===== config.mk =====
export PLATFORM = sky130hd
export DESIGN_NAME = display7seg_mux
export DESIGN_NICKNAME = d
export VERILOG_FILES = /design/src/rtl/display7seg_pkg.sv /design/src/rtl/seg7_decode.sv /design/src/rtl/display7seg_mux.sv
export SDC_FILE = /design/constraint.sdc
export NUM_CORES = 1
export LEC_CHECK = 0
export BUFFER_PORTS_ARGS = -buffer_cell sky130_fd_sc_hd__buf_2
export CORE_MARGIN = 2
export CORE_UTILIZATION = 55
export DETAILED_ROUTE_END_ITERATION = 8
export GPL_TIMING_DRIVEN = 0
export MAX_ROUTING_LAYER = met4
export PLACE_DENSITY = 0.76
export SLEW_MARGIN = 0
export SYNTH_ARGS = -nofsm -noshare
export SYNTH_HDL_FRONTEND = slang
export SYNTH_SLANG_ARGS = --single-unit
export TNS_END_PERCENT = 5

===== constraint.sdc =====
create_clock -name clk -period 3.18 [get_ports clk]
set_input_delay 0.636 -clock clk [delete_from_list [all_inputs] [get_ports clk]]
set_output_delay 0.636 -clock clk [all_outputs]
set_load 0.005 [all_outputs]

===== src/rtl/display7seg_pkg.sv =====
// display7seg_pkg: active-low 7-segment codes and the shared code-to-pattern decoder.
package display7seg_pkg;
  localparam logic [7:0] SEG_0 = 8'hC0;
  localparam logic [7:0] SEG_1 = 8'hF9;
  localparam logic [7:0] SEG_2 = 8'hA4;
  localparam logic [7:0] SEG_3 = 8'hB0;
  localparam logic [7:0] SEG_4 = 8'h99;
  localparam logic [7:0] SEG_5 = 8'h92;
  localparam logic [7:0] SEG_6 = 8'h82;
  localparam logic [7:0] SEG_7 = 8'hF8;
  localparam logic [7:0] SEG_8 = 8'h80;
  localparam logic [7:0] SEG_9 = 8'h90;
  localparam logic [7:0] SEG_A = 8'h88;
  localparam logic [7:0] SEG_B = 8'h83;
  localparam logic [7:0] SEG_C = 8'hC6;
  localparam logic [7:0] SEG_D = 8'hA1;
  localparam logic [7:0] SEG_E = 8'h86;
  localparam logic [7:0] SEG_F = 8'h8E;
  localparam logic [7:0] SEG_BLANK = 8'hFF;

  // Returns {g,f,e,d,c,b,a}; codes 10-15 are blank unless hex_mode is set.
  function automatic logic [6:0] seg_decode(input logic [3:0] code, input logic hex_mode);
    case (code)
      4'h0: seg_decode = SEG_0[6:0];
      4'h1: seg_decode = SEG_1[6:0];
      4'h2: seg_decode = SEG_2[6:0];
      4'h3: seg_decode = SEG_3[6:0];
      4'h4: seg_decode = SEG_4[6:0];
      4'h5: seg_decode = SEG_5[6:0];
      4'h6: seg_decode = SEG_6[6:0];
      4'h7: seg_decode = SEG_7[6:0];
      4'h8: seg_decode = SEG_8[6:0];
      4'h9: seg_decode = SEG_9[6:0];
      4'hA: seg_decode = hex_mode ? SEG_A[6:0] : SEG_BLANK[6:0];
      4'hB: seg_decode = hex_mode ? SEG_B[6:0] : SEG_BLANK[6:0];
      4'hC: seg_decode = hex_mode ? SEG_C[6:0] : SEG_BLANK[6:0];
      4'hD: seg_decode = hex_mode ? SEG_D[6:0] : SEG_BLANK[6:0];
      4'hE: seg_decode = hex_mode ? SEG_E[6:0] : SEG_BLANK[6:0];
      default: seg_decode = hex_mode ? SEG_F[6:0] : SEG_BLANK[6:0];
    endcase
  endfunction
endpackage


===== src/rtl/seg7_decode.sv =====
// seg7_decode: combinational 4-bit code to active-low 7-segment pattern.
module seg7_decode
  import display7seg_pkg::*;
#(
  parameter int HEX_MODE = 0
) (
  input  logic [3:0] i_code,
  output logic [6:0] o_seg
);
  assign o_seg = seg_decode(i_code, HEX_MODE != 0);
endmodule


===== src/rtl/display7seg_mux.sv =====
// display7seg_mux: double-buffered, frame-synchronous multiplexed 7-segment driver.
// Define LEAD_ZERO_BLANK_EN to blank leading zero digits (digit 0 is always shown).
module display7seg_mux
  import display7seg_pkg::*;
#(
  parameter int NDIG     = 4,
  parameter int DIV      = 50000,
  parameter int HEX_MODE = 0
) (
  input  logic              clk,
  input  logic              rst_n,
  input  logic              enable_i,
  input  logic              load_i,
  input  logic [4*NDIG-1:0] digits_i,
  input  logic [NDIG-1:0]   dp_i,
  output logic [7:0]        seg_o,
  output logic [NDIG-1:0]   an_o,
  output logic              frame_done_o,
  output logic              pending_o
);
  localparam int PW = $clog2(DIV);
  localparam int IW = NDIG > 1 ? $clog2(NDIG) : 1;

  logic [PW-1:0]     r_presc;
  logic [IW-1:0]     r_idx;
  logic [4*NDIG-1:0] r_shadow, r_active;
  logic [NDIG-1:0]   r_sh_dp, r_act_dp;
  logic [7:0]        r_seg;
  logic [NDIG-1:0]   r_an;
  logic              r_frame_done, r_pending;
  logic              w_tick, w_wrap, w_dark, w_blank, w_dp;
  logic [3:0]        w_code;
  logic [6:0]        w_seg7;

  assign w_tick = enable_i && (r_presc == PW'(DIV - 1));
  assign w_wrap = w_tick && (r_idx == IW'(NDIG - 1));
  assign w_dark = !enable_i || w_tick;
  assign w_code = r_active[r_idx*4 +: 4];
  assign w_dp   = r_act_dp[r_idx];

  seg7_decode #(.HEX_MODE(HEX_MODE)) u_dec (.i_code(w_code), .o_seg(w_seg7));

`ifdef LEAD_ZERO_BLANK_EN
  logic [NDIG-1:0] w_lz;
  logic            w_z;
  // A digit is a leading zero when it and every digit to its left is a plain 0.
  always_comb begin
    w_lz = '0;
    w_z  = 1'b1;
    for (int k = NDIG - 1; k > 0; k--) begin
      w_z     = w_z && (r_active[4*k +: 4] == 4'd0) && !r_act_dp[k];
      w_lz[k] = w_z;
    end
  end
  assign w_blank = w_lz[r_idx];
`else
  assign w_blank = 1'b0;
`endif

  always_ff @(posedge clk) begin
    if (!rst_n) begin
      r_presc      <= '0;
      r_idx        <= '0;
      r_shadow     <= '0;
      r_sh_dp      <= '0;
      r_active     <= '0;
      r_act_dp     <= '0;
      r_pending    <= 1'b0;
      r_frame_done <= 1'b0;
      r_seg        <= SEG_BLANK;
      r_an         <= '1;
    end else begin
      r_presc      <= (!enable_i || w_tick) ? '0 : r_presc + 1'b1;
      r_idx        <= !enable_i ? '0 : !w_tick ? r_idx : (r_idx == IW'(NDIG - 1)) ? '0 : r_idx + 1'b1;
      r_frame_done <= w_wrap;
      r_an         <= w_dark ? '1 : ~(NDIG'(1) << r_idx);
      r_seg        <= (w_dark || w_blank) ? SEG_BLANK : {~w_dp, w_seg7};
      // Commit takes the old shadow even if a load lands on the same edge.
      if (w_wrap && r_pending) begin
        r_active <= r_shadow;
        r_act_dp <= r_sh_dp;
      end
      if (load_i) begin
        r_shadow  <= digits_i;
        r_sh_dp   <= dp_i;
        r_pending <= 1'b1;
      end else if (w_wrap) begin
        r_pending <= 1'b0;
      end
    end
  end

  assign seg_o        = r_seg;
  assign an_o         = r_an;
  assign frame_done_o = r_frame_done;
  assign pending_o    = r_pending;
endmodule

Word-level counts from Yosys, hierarchy flattened
Memory sizes are Yosys's and may differ from the RTL's. A register that Yosys moved wholly into a read port is not among the register bits.
Index checks and enable logic that the tools add are counted.
{"block": "totals", "rom_bits": 112, "latchBits": 0, "memories": 1, "input_bits": 24, "output_inout_bits": 14, "regBits": 72, "ram_bits": 0}
{"block": "op_classes", "multipliers": 0, "n_reduce_logical": 8, "n_lt_le_gt_ge": 1, "n_mux": 5, "div": 0, "addsub": 2, "shift": 2, "eq_ne": 2, "bitwise_logic": 3}
{"name": "(name not given)", "words": 16, "word_bits": 7, "read_ports": 1, "rd_ports_with_merged_regs": 1, "wr": 0, "line": "display7seg_pkg.sv:23", "source": "case (code)"}
{"operator": "adder 16 x 1 -> 16 bit (second input constant)", "count": 1}
{"operator": "equality test 16 bit (second input constant)", "count": 1}
{"operator": "indexed part select 16 x 5 -> 4 bit", "count": 1}
{"operator": "NOT 4 bit", "count": 1}
{"operator": "<< shifter 1 x 2 -> 4 bit (first input constant)", "count": 1}
{"operator": "logical AND 1 bit", "count": 3}
{"operator": "< comparator 2 x 3 -> 1 bit (second input constant)", "count": 1}
{"operator": "2-to-1 mux 1 bit", "count": 3}
{"operator": "adder 2 x 1 -> 2 bit (second input constant)", "count": 1}
{"operator": "binary-select mux 1 bit (select 2 bit)", "count": 1}
{"operator": "equality test 2 bit (second input constant)", "count": 1}
{"operator": "2-to-1 mux 2 bit", "count": 1}
{"operator": "NOT 1 bit", "count": 2}
{"operator": "AND reduction 2 bit", "count": 1}
{"operator": "nonzero test 2 bit", "count": 1}
{"operator": "OR reduction 2 bit", "count": 1}
{"operator": "logical NOT 1 bit", "count": 1}
{"operator": "logical OR 1 bit", "count": 1}

Depth between registers and ports, before layout
{"block": "logic_depth", "depth_word": 5, "depth_mapped": 7}

Hierarchy
From an unflattened synthesis, not the netlist that was laid out.
{"block": "unflattened", "hier_cells": 325, "area_unflattened_um2": 3111.7}
{"module": "display7seg_mux", "cells_per_inst": 292, "instances": 1, "area_each_um2": 2901.5}
{"module": "seg7_decode", "cells_per_inst": 33, "instances": 1, "area_each_um2": 210.2}

Worst setup path after synthesis
Ideal clock, no wire load.
{"block": "synth_path", "kind": "register to register", "from": "register r_presc[10]", "to": "register r_presc[10]", "path_buffers": 1, "t_required_ns": 3.063, "setup_time_ns": 0.117, "slack_ns": 1.202, "arrival_time_ns": 1.860, "stages_incl_launch_ff": 6, "synth_period_minus_slack_ns": 1.978, "cell_sequence": "dfxtp_1 or4b_1 or4_4 nand3_1 buf_2 nor2_1"}
{"block": "synth_between", "elab_chain_len": 4, "word_cells_on_any_way": 5}
{"element": "start: declaration", "line": "display7seg_mux.sv:24", "source": "logic [PW-1:0] r_presc;"}
{"element": "start signal: assignment", "line": "display7seg_mux.sv:73", "source": "r_presc <= (!enable_i || w_tick) ? '0 : r_presc + 1'b1;"}
{"element": "parallel branches: the longest is 4 deep, another holds adder 16 x 1 -> 16 bit"}
Several ways; the timed one is not identified.
A chain may end at the register's enable or synchronous reset.

Worst setup path after layout
{"block": "layout_path", "from": "register r_presc[5]", "to": "register r_presc[12]"}
The elaborated chain is that of the path after synthesis.

==> out/qor.txt <==
run status -> finished, final reports clean
cells after synthesis -> 319
Worst VDD drop -> 0.000318 V
total wire length -> 6160 µm
hold depth -> 1
die area -> 6190 µm²
Layout Nets -> 400
Worst-path clk slew -> 0.07 ns
Post-CTS Hold Fix Bufs -> 0
port bufs -> 36
post-DR wirelength/cell -> 13.9 µm
LEAKAGE -> 1.33 nW
final core utilization -> 65.6%
Num CTS Buffers -> 9
CP arrival -> 2.49 ns
Final min period -> 2.25 ns
post_cts resized -> 0
Die X-Extent -> 78.7 µm
H-Tree Depth -> 3
final hold violation count -> 0
Rows -> 27
clk_lat worst skew -> 0.34 ns
area share of the largest cell type after synthesis -> 47.0%
asr flop ratio synth -> 0%
via count -> 2374
global-route wire length before repair -> 10600 µm
CTS tree -> done
DP HPWL -> 4420 µm
cell taking the most area after synthesis -> dfxtp_1
count of final setup violators -> 0
Fin Setup TNS -> 0 ns
via/cell ratio -> 5.36
Mean Syn Cell Area -> 9.62 µm²
Syn. warnings -> 0
Min-Delay Startpoint -> r_presc[0]$_SDFF_PP0_
sequential area share after synthesis -> 47.0%
CP required -> 3.41 ns
Seq cells post-synth -> 72
GP Congestion -> 0.849
Hold Crit Endpoint -> r_presc[0]$_SDFF_PP0_
crit path capture type -> register
Synth Flop Type -> dfxtp_1
Sink Count -> 72
startpoint types -> register
crit share post-route -> 70.9%
worst reg2reg startpoint -> r_presc[5]$_SDFF_PP0_
pin count of the biggest net entering global routing -> 13
vias in the first global route -> 2303
fillers -> 475
IO Count -> 38
Int Pwr -> 1.45 mW
Post-synth EDFFs -> 0
most common cell after layout, fill and taps aside -> dfxtp_1
Rel. slew slack -> 52.4%
max-capacitance violation count -> 0
Syn Std Cell Area -> 3070 µm²
CTS Buffer Depth -> 2
drc violations -> 0
largest cells by area after synthesis -> dfxtp_1, mux2i_1, o21ai_0, nand3_1, nor2b_1
Starting DRT DRC Count -> 114
Seq pwr share -> 51.2%
diode count -> 0
GRT Residual Overflow -> 0
Psw -> 0.379 mW
DR pass1 iterations -> 4
Antenna Violating Nets Remaining -> 0
worst min-delay path category -> register to register
initial core utilization -> 56.4%
gr usage total -> 23.0%
clock share of power -> 44.5%
Post-CTS Setup Repair Bufs -> 0
Worst-Margin Slew -> 0.715 ns
critical path class -> register to register
combinational power share -> 4.3%
Pwr per Cell Area -> 512 nW/µm²
die height -> 78.7 µm
Worst R2R Path Depth -> 5
register-to-register setup slack -> 0.93 ns
Syn Nets -> 353
peak fanout along the critical path -> 10
synthesis-to-layout area growth -> 16.3%
initial antenna violation count -> 0
Final Skew -> 0.00524 ns
CTS Root Buffer Type -> clkbuf_8
fmax -> 444 MHz
Distinct cells, synth -> 36
R2R Path End -> r_presc[12]$_SDFF_PP0_
layout cells sized above 1 -> 17.5%
most frequent cells in the layout -> dfxtp_1, buf_2, o21ai_0
RSZ-0062 raised after global routing -> false
sw frac -> 20.8%
Core Footprint -> 5440 µm²
Final Max Tran Viols -> 0
-- kinds of logic after synthesis --
| logic type | share of synthesized area (%) |
|---|---|
| compound gates | 11.7 |
| xor+xnor | 3.43 |
| fa+ha+maj | 4.08 |
| buf+inv | 4.08 |
| flops | 47.0 |
| mux | 10.8 |
| simple gates | 18.9 |
-- sequential cells by signal, indices dropped and copies added (netlist names) --
register,flops
frame_done_o,1
r_shadow,16
r_sh_dp,4
r_idx,2
r_presc,16
seg_o,8
r_act_dp,4
an_o,4
r_active,16
pending_o,1
-- critical path: stages, from the launching register on --
cell and delay [ns]:
dfxtp_1 0.35, or4b_1 0.58, or4_4 0.60, nand3_1 0.25
buf_2 0.28, nor2_1 0.07
-- synthesized netlist by cell type (all sizes together), types with 8 or more instances --
master  number
mux2i       22
o21ai       28
nand3       27
clkbuf      15
nand2       12
dfxtp       72
inv         11
a21oi        8
ha          10
nor2        17
nor2b       21
a21boi      20
-- layout make-up --
type	instances	area, µm²	share of cell area [%]
multi-input combinational	215	1500	42.1
sequential	72	1440	40.4
timing repair buffer	36	180	5.05
clock buffer	11	151	4.24
tap	72	90.1	2.52
buffer	21	83.8	2.35
clock inverter	5	78.8	2.21
inverter	11	41.3	1.16
-- worst max path at each step --
| stage | cells past startpoint | to | start | slack (ns) |
|---|---|---|---|---|
| floorplan | 5 | r_presc[10]$_SDFF_PP0_ | r_presc[10]$_SDFF_PP0_ | 1.20 |
| global placement | 5 | r_presc[13]$_SDFF_PP0_ | r_presc[10]$_SDFF_PP0_ | 0.97 |
| detailed placement | 5 | r_presc[12]$_SDFF_PP0_ | r_presc[10]$_SDFF_PP0_ | 0.95 |
| CTS | 5 | r_presc[12]$_SDFF_PP0_ | r_presc[10]$_SDFF_PP0_ | 0.92 |
| global route | 5 | r_presc[10]$_SDFF_PP0_ | r_presc[10]$_SDFF_PP0_ | 0.81 |
| finish | 5 | r_presc[12]$_SDFF_PP0_ | r_presc[5]$_SDFF_PP0_ | 0.93 |
-- power groups by stage --
| stage | logic (mW) | registers, mW | clock network (mW) |
|---|---|---|---|
| global placement | 0.0759 | 0.955 | 0 |
| finish | 0.0785 | 0.935 | 0.812 |
| CTS | 0.0791 | 0.935 | 0.827 |
| floorplan | 0.0472 | 0.953 | 0 |
| detailed placement | 0.0787 | 0.956 | 0 |
| global route | 0.0881 | 0.937 | 0.872 |
-- layer usage --
layer  GRT usage (%)  routed length, µm  vias to the layer above
met1            29.7               2960                     1116
li1                -                  -                     1197
met5               -                  0                        -
met3            6.55                248                       11
met2            33.4               2830                       50
met4            10.4                116                        0
-- per-stage QoR --
step	cells	hold slack, ns	power (mW)	setup slack [ns]	area, µm²
floorplan	319	0.426	1.00	1.20	3070
detailed placement	427	0.446	1.03	0.948	3340
global route	443	0.500	1.90	0.812	3570
finish	443	0.462	1.83	0.925	3570
global placement	427	0.437	1.03	0.974	3340
CTS	443	0.465	1.84	0.919	3570
No activity file was read; power rests on OpenSTA's default activity.
